**config.mk**
```make
export PLATFORM = sky130hd
export DESIGN_NAME = reg_mem_fifo_ctrl
export DESIGN_NICKNAME = d
export VERILOG_FILES = /design/src/rtl/reg_mem_fifo_ctrl.sv
export SDC_FILE = /design/constraint.sdc
export NUM_CORES = 1
export LEC_CHECK = 0
export ABC_AREA = 1
export BUFFER_PORTS_ARGS = -buffer_cell sky130_fd_sc_hd__buf_2
export CAP_MARGIN = 10
export CORE_ASPECT_RATIO = 1.4
export CORE_UTILIZATION = 34
export DETAILED_ROUTE_END_ITERATION = 10
export SETUP_SLACK_MARGIN = 0.05
export SKIP_CTS_REPAIR_TIMING = 1
export SLEW_MARGIN = 20
export SYNTH_ARGS = -nofsm -noshare
export SYNTH_HDL_FRONTEND = slang
export SYNTH_SLANG_ARGS = --single-unit
```
**constraint.sdc**
```tcl
create_clock -name clk -period 2.3 [get_ports clk]
set_input_delay 0.46 -clock clk [delete_from_list [all_inputs] [get_ports clk]]
set_output_delay 0.46 -clock clk [all_outputs]
set_load 0.005 [all_outputs]
```
**src/rtl/reg_mem_fifo_ctrl.sv**
```systemverilog
// FIFO controller built on a single-port reg_mem: byte stream in, ordered stream out
// through a one-entry output register. Reads take priority over writes on the shared port.
module reg_mem_fifo_ctrl #(
    parameter int unsigned DATA_WIDTH = 8,
    parameter int unsigned ADDR_BITS  = 5
) (
    input  logic                  clk,
    input  logic                  rst,
    input  logic [DATA_WIDTH-1:0] in_data,
    input  logic                  in_valid,
    output logic                  in_ready,
    output logic [DATA_WIDTH-1:0] out_data,
    output logic                  out_valid,
    input  logic                  out_ready,
    output logic [ADDR_BITS-1:0]  mem_addr,
    output logic [DATA_WIDTH-1:0] mem_wdata,
    output logic                  mem_wen,
    input  logic [DATA_WIDTH-1:0] mem_rdata,
    output logic                  full,
    output logic                  empty,
    output logic [ADDR_BITS:0]    level
);

    localparam logic [ADDR_BITS:0] DEPTH_C = (ADDR_BITS+1)'(2**ADDR_BITS);

    typedef enum logic {
        IDLE = 1'b0,
        RD   = 1'b1
    } state_t;

    state_t                state_q, state_d;
    logic [ADDR_BITS-1:0]  wr_ptr_q, wr_ptr_d;
    logic [ADDR_BITS-1:0]  rd_ptr_q, rd_ptr_d;
    logic [ADDR_BITS:0]    count_q, count_d;
    logic [DATA_WIDTH-1:0] out_data_q, out_data_d;
    logic                  out_valid_q, out_valid_d;
    logic                  rd_req;

    assign full      = (count_q == DEPTH_C);
    assign empty     = (count_q == '0) && !out_valid_q;
    assign level     = count_q + (ADDR_BITS+1)'(out_valid_q);
    assign out_data  = out_data_q;
    assign out_valid = out_valid_q;
    assign rd_req    = (state_q == IDLE) && !out_valid_q && (count_q != '0);

    always_comb begin
        state_d     = state_q;
        wr_ptr_d    = wr_ptr_q;
        rd_ptr_d    = rd_ptr_q;
        count_d     = count_q;
        out_data_d  = out_data_q;
        out_valid_d = out_valid_q;
        mem_addr    = wr_ptr_q;
        mem_wdata   = in_data;
        mem_wen     = 1'b0;
        in_ready    = 1'b0;

        // A pop never coincides with a capture: RD is only entered while out_valid is low.
        if (out_valid_q && out_ready) begin
            out_valid_d = 1'b0;
        end

        unique case (state_q)
            IDLE: begin
                if (rd_req) begin
                    mem_addr = rd_ptr_q;
                    state_d  = RD;
                end else begin
                    in_ready = !full && !rst;
                    mem_wen  = in_valid && in_ready;
                    if (mem_wen) begin
                        wr_ptr_d = wr_ptr_q + ADDR_BITS'(1);
                        count_d  = count_q + (ADDR_BITS+1)'(1);
                    end
                end
            end
            RD: begin
                // Address held a second cycle so registered-read memories also deliver here.
                mem_addr    = rd_ptr_q;
                out_data_d  = mem_rdata;
                out_valid_d = 1'b1;
                rd_ptr_d    = rd_ptr_q + ADDR_BITS'(1);
                count_d     = count_q - (ADDR_BITS+1)'(1);
                state_d     = IDLE;
            end
            default: state_d = IDLE;
        endcase
    end

    always_ff @(posedge clk) begin
        if (rst) begin
            state_q     <= IDLE;
            wr_ptr_q    <= '0;
            rd_ptr_q    <= '0;
            count_q     <= '0;
            out_data_q  <= '0;
            out_valid_q <= 1'b0;
        end else begin
            state_q     <= state_d;
            wr_ptr_q    <= wr_ptr_d;
            rd_ptr_q    <= rd_ptr_d;
            count_q     <= count_d;
            out_data_q  <= out_data_d;
            out_valid_q <= out_valid_d;
        end
    end

endmodule

```
---- Word level (Yosys, flattened, before mapping) ----
Cells that the tools add are included.
storage, ports and cells
  output and inout bits ................... 32
  bits of input ports ..................... 20
  logic and storage cells ................. 43
  bits in registers ....................... 26
operators by class
  equality and inequality tests ........... 3
  reductions and logical operators ........ 14
  bitwise logic cells ..................... 2
  multiplexer cells ....................... 13
  add/sub/neg operators ................... 5
operator list
  cell                                                   number
  two-way mux 6 bit                                      2
  one-hot mux 6 bit (2 select lines)                     1
  adder 5 x 1 -> 5 bit, second input constant            2
  one-hot mux 5 bit (2 select lines)                     1
  two-way mux 1 bit                                      7
  adder 6 x 1 -> 6 bit                                   1
  adder 6 x 1 -> 6 bit, second input constant            1
  equality test 6 bit, second input constant             1
  logical AND 1 bit                                      6
  zero test 6 bit                                        1
  nonzero test 6 bit                                     1
  subtractor 6 x 1 -> 6 bit, second input constant       1
  two-way mux 5 bit                                      1
  zero test 1 bit                                        3
  AND reduction 3 bit                                    1
  inequality test 2 x 1 -> 1 bit, second input constant  1
  inequality test 2 bit, second input constant           1
  NOT 1 bit                                              2
  one-hot mux 1 bit (2 select lines)                     1
  AND reduction 2 bit                                    1
  nonzero test 2 bit                                     1

---- Logic depth before layout (Yosys ltp) ----
  depth in word-level cells ............... 7
  mapped depth ............................ 10
  gate-level depth less buffers ........... 10

---- Least setup slack after synthesis ----
No wires, ideal clock.
  path type ............................... reg2reg
  start point ............................. register state_q
  end point ............................... register count_q[4]
  period minus slack after synthesis ...... 1.800 ns
  path buffers ............................ 1
  library setup time ...................... 0.115 ns
  slack ................................... 0.500 ns
  required time ........................... 2.185 ns
  arrival time ............................ 1.685 ns
  cell stages (with the launch flop) ...... 11
  path through ............................ dfxtp_1 inv_1 buf_2 fa_1 nand3b_1 nand2_1 nand2_1 nand2_1 nand3_2 nand2_1 nor2_1
between the ends
  longest elaborated chain between the ends .. 5
  elaborated cells on any way between the ends .. 7
  those cells by class .................... eq/ne: 2; mux: 1; bitwise: 1; reduce/logical: 3
ends and longest elaborated chain
  item                                    line  source
  start: declaration                      31    state_t state_q, state_d;
  start signal: assignment                99    state_q <= state_d;
  NOT 1 bit (no source line)              n/a
  logical AND 1 bit (2 in a row)          44    assign rd_req = (state_q == IDLE) && !out_valid_q && (count_q != '0);
  inequality test 2 bit (no source line)  n/a
  AND reduction 2 bit (no source line)    n/a
  end signal: assignment                  102   count_q <= count_d;
  end: declaration                        34    logic [ADDR_BITS:0] count_q, count_d;
Several ways; a longest one is shown, not always the timed one.
A chain may end at the register's enable or synchronous reset.

---- Worst setup path in the final report ----
  start point ............................. register count_q[0]
  end point ............................... output mem_addr[2]
between the ends
  longest elaborated chain between the ends .. 4
ends and longest elaborated chain
  item                                line  source
  nonzero test 6 bit                  44
  logical AND 1 bit                   44
  two-way mux 5 bit                   65    if (rd_req) begin
  one-hot mux 5 bit (2 select lines)  63    unique case (state_q)
  end: declaration                    15    output logic [ADDR_BITS-1:0] mem_addr,
No other way between the ends.

==> results by group <==
Power
  – Leakage: 0.000929 uW
  – Sw power: 1070 uW
  – Power Density: 1260 nW/um2
  – Sw Ratio: 0.462
  – Clk pwr share: 0.112
  – Logic pwr share: 0.579
  – Worst VDD drop: 0.405 mV
  – P_int: 1240 uW
  – Seq pwr share: 0.309

Final layout
  – Fillcell total: 507
  – Area Overhead vs Synth: 15.9%
  – Layout cell share with drive strength beyond 1: 0.273
  – Most common cell after layout, fill and taps aside: nand2_1
  – # diodes: 0
  – Nets: 276
  – Most frequent cells in the layout: nand2_1, buf_2, nor2_1, dfxtp_1, inv_1
  – Post-Route Utilization: 0.407

GRT
  – Initial antenna violation count: 0
  – First-pass GRT wire length: 5.74 mm
  – GRT Residual Overflow: 0
  – Tot GR Track Use: 0.154
  – Vias in the first global route: 1282
  – Layer with the highest usage: met2
  – Largest net degree at the start of global routing: 19
  – Global Route met2 Usage: 0.293
  – Grt met3 use: 0.0140
  – Met1 global-route usage: 0.170

Clock network
  – CTS max path bufs: 2
  – TritonCTS buffer count: 3
  – Clk slew on worst S/H paths: 90 ps
  – Worst skew pair latency: 270 ps
  – TritonCTS clock tree: yes
  – Total clock sinks: 26
  – Root Driver: clkbuf_8
  – Htree depth: 1

Worst setup path
  – Total number of cells along the worst setup path: 8
  – Reg-to-reg critical path startpoint: state_q
  – WP data arrival: 1570 ps
  – CP max-delay cell: dfxtp_1
  – R2r setup slk: 460 ps
  – Buffers plus inverters on the worst setup path: 2
  – Crit end category: primary output
  – CP most frequent cell: nand2_4
  – RR Endpoint: count_q[4]
  – CP Data Required Time: 1840 ps
  – WS Path Type: reg -> out
  – Worst path cell trace: nor2_2 > nand3_2 > nand2_4 > nand2_4 > inv_2 > nand2_1 > o21ai_0 > buf_2
  – Setup crit start kind: flip-flop
  – CP max FO: 8
  – R2R cell count: 9
  – Largest stage delay, worst path: 390 ps
  – Crit-path leading delay family: simple AND/OR/NAND/NOR gates

Timing
  – Final hold vios: 0
  – Final period util: 0.883
  – RSZ-0062 raised after global routing: false
  – Slew @ Worst Pin: 289 ps
  – Setup TNS Final: 0 ps
  – Clock skew: 1.51 ps
  – Min Clock Period, post-route: 2030 ps
  – Final Setup Violations: 0
  – Slew margin rel.: 0.807
  – Count of pins over their slew limit: 0
  – Max Clk Rate: 0.492 GHz

Placement
  – GPL Wtd Cong: 0.849
  – IO buf count: 35
  – HPWL Detailed: 2.60 mm

Detailed routing
  – DRC: 0
  – Avg WL per Cell: 11.1 um
  – Drt pass-1 iters: 4
  – Detail Route Antenna Nets: 0
  – WL final: 3.40 mm
  – 1st-iter DRT viols: 45
  – Avg Vias per Cell: 4.65
  – Total number of vias: 1429

Synthesis
  – Synthesized area per cell: 7.39 um2
  – Yosys cell types: 31
  – Register bit total from synthesis: 26
  – Synth Instances: 214
  – Dominant cells by area after synthesis: dfxtp_1, nand2_1, nor2_1
  – Yosys top cell by area: dfxtp_1
  – Synthesized net count: 243
  – Syn. warnings: 0
  – Yosys top cell area share: 0.329
  – Post-synthesis instance area: 1580 um2
  – Sequential fraction of the synthesis area: 0.329

Hold path
  – WHS Endpoint: out_valid
  – Hold Crit Depth: 2
  – Hold crit path type: in -> reg
  – Worst Min Path Start: out_ready

Job
  – Max-cap viol count: 0

Floorplanning
  – Row cnt: 29
  – Starting Density: 0.352
  – Die Height: 82.7 um
  – Chip Width: 59.6 um
  – Core Box Area: 4500 um2
  – I/O pin total: 52
  – Die area: 4930 um2

Outcome
  – Run status: finished clean
-- synth_stat cells --
| cell | number |
|---|---|
| nor2_2 | 3 |
| nor3b_1 | 1 |
| dfxtp_1 | 26 |
| a211oi_1 | 1 |
| nand3b_1 | 3 |
| o21ai_1 | 1 |
| xnor2_1 | 2 |
| nand4_1 | 2 |
| o21ai_0 | 14 |
| inv_2 | 3 |
| buf_2 | 4 |
| nand3_2 | 4 |
| xor2_1 | 7 |
| nand3_4 | 1 |
| nor2_8 | 1 |
| a21oi_1 | 10 |
| nand2_2 | 5 |
| ha_1 | 8 |
| nand3_1 | 9 |
| nand2_4 | 2 |
| fa_1 | 1 |
| clkbuf_1 | 1 |
| a21oi_2 | 3 |
| buf_4 | 8 |
| nor3_1 | 4 |
| nor4_1 | 1 |
| a31oi_1 | 1 |
| nand2_1 | 37 |
| nor2_1 | 32 |
| inv_1 | 18 |
| buf_6 | 1 |
-- worst max-delay path by stage --
stage | start | end | slack (ps)
6_report | count_q[0] | mem_addr[2] | 270
5_1_grt | count_q[0] | mem_addr[2] | 90
4_1_cts | count_q[0] | mem_addr[2] | 180
3_5_place_dp | state_q | count_q[4] | 480
3_3_place_gp | state_q | count_q[4] | 500
2_1_floorplan | state_q | count_q[4] | 500
-- flip-flops by register name, indices dropped and copies added, names as in the netlist --
| signal | count |
|---|---|
| wr_ptr_q | 5 |
| count_q | 6 |
| out_valid | 1 |
| out_data | 8 |
| rd_ptr_q | 5 |
| state_q | 1 |
-- logic make-up (layout without fill, tap and decap cells) --
logic type | Yosys count | count (layout) | synth area share
compound gates | 30 | 30 | 0.104
xor+xnor | 9 | 9 | 0.0498
fa+ha+maj | 9 | 9 | 0.0760
buf+inv | 35 | 66 | 0.110
flops | 26 | 26 | 0.329
simple gates | 105 | 105 | 0.331
-- power by group through the flow --
| stage | combinational [uW] | sequential (uW) | clock (uW) |
|---|---|---|---|
| 2_1_floorplan | 945 | 701 | 0 |
| 3_3_place_gp | 1250 | 722 | 0 |
| 3_5_place_dp | 1260 | 724 | 0 |
| 4_1_cts | 1270 | 715 | 272 |
| 5_1_grt | 1550 | 732 | 286 |
| 6_report | 1340 | 714 | 258 |
-- worst reg2reg max path: stages, from the launching register on --
cell	delay (ps)
dfxtp_1	490
inv_1	210
fa_1	440
nand3b_1	190
nand2_1	80
nand2_1	40
nand2_1	90
nand3_2	70
nand2_1	70
nor2_1	40
-- final cells by class --
cell class / count / area (um2) / area share
timing repair buffer: 42 / 228 / 0.124
inverter: 21 / 78.8 / 0.0430
sequential: 26 / 520 / 0.284
multi-input combinational: 153 / 887 / 0.484
clock buffer: 3 / 41.3 / 0.0225
tap: 62 / 77.6 / 0.0423
-- metrics by stage --
| stage | std cells | hold WS [ps] | power, uW | area, um2 | setup WS [ps] |
|---|---|---|---|---|---|
| 3_5_place_dp | 301 | 464 | 1980 | 1770 | 475 |
| 2_1_floorplan | 214 | 447 | 1650 | 1580 | 500 |
| 3_3_place_gp | 301 | 461 | 1980 | 1770 | 500 |
| 5_1_grt | 307 | 398 | 2560 | 1830 | 92.3 |
| 6_report | 307 | 396 | 2310 | 1830 | 268 |
| 4_1_cts | 304 | 394 | 2250 | 1810 | 185 |
-- metal layers --
layer | wire length, um | part of all wire
met4 | 63 | 0.019
met2 | 1860 | 0.55
met3 | 96 | 0.028
met5 | 0 | 0
met1 | 1370 | 0.40
(Power assumes the default switching activity.)
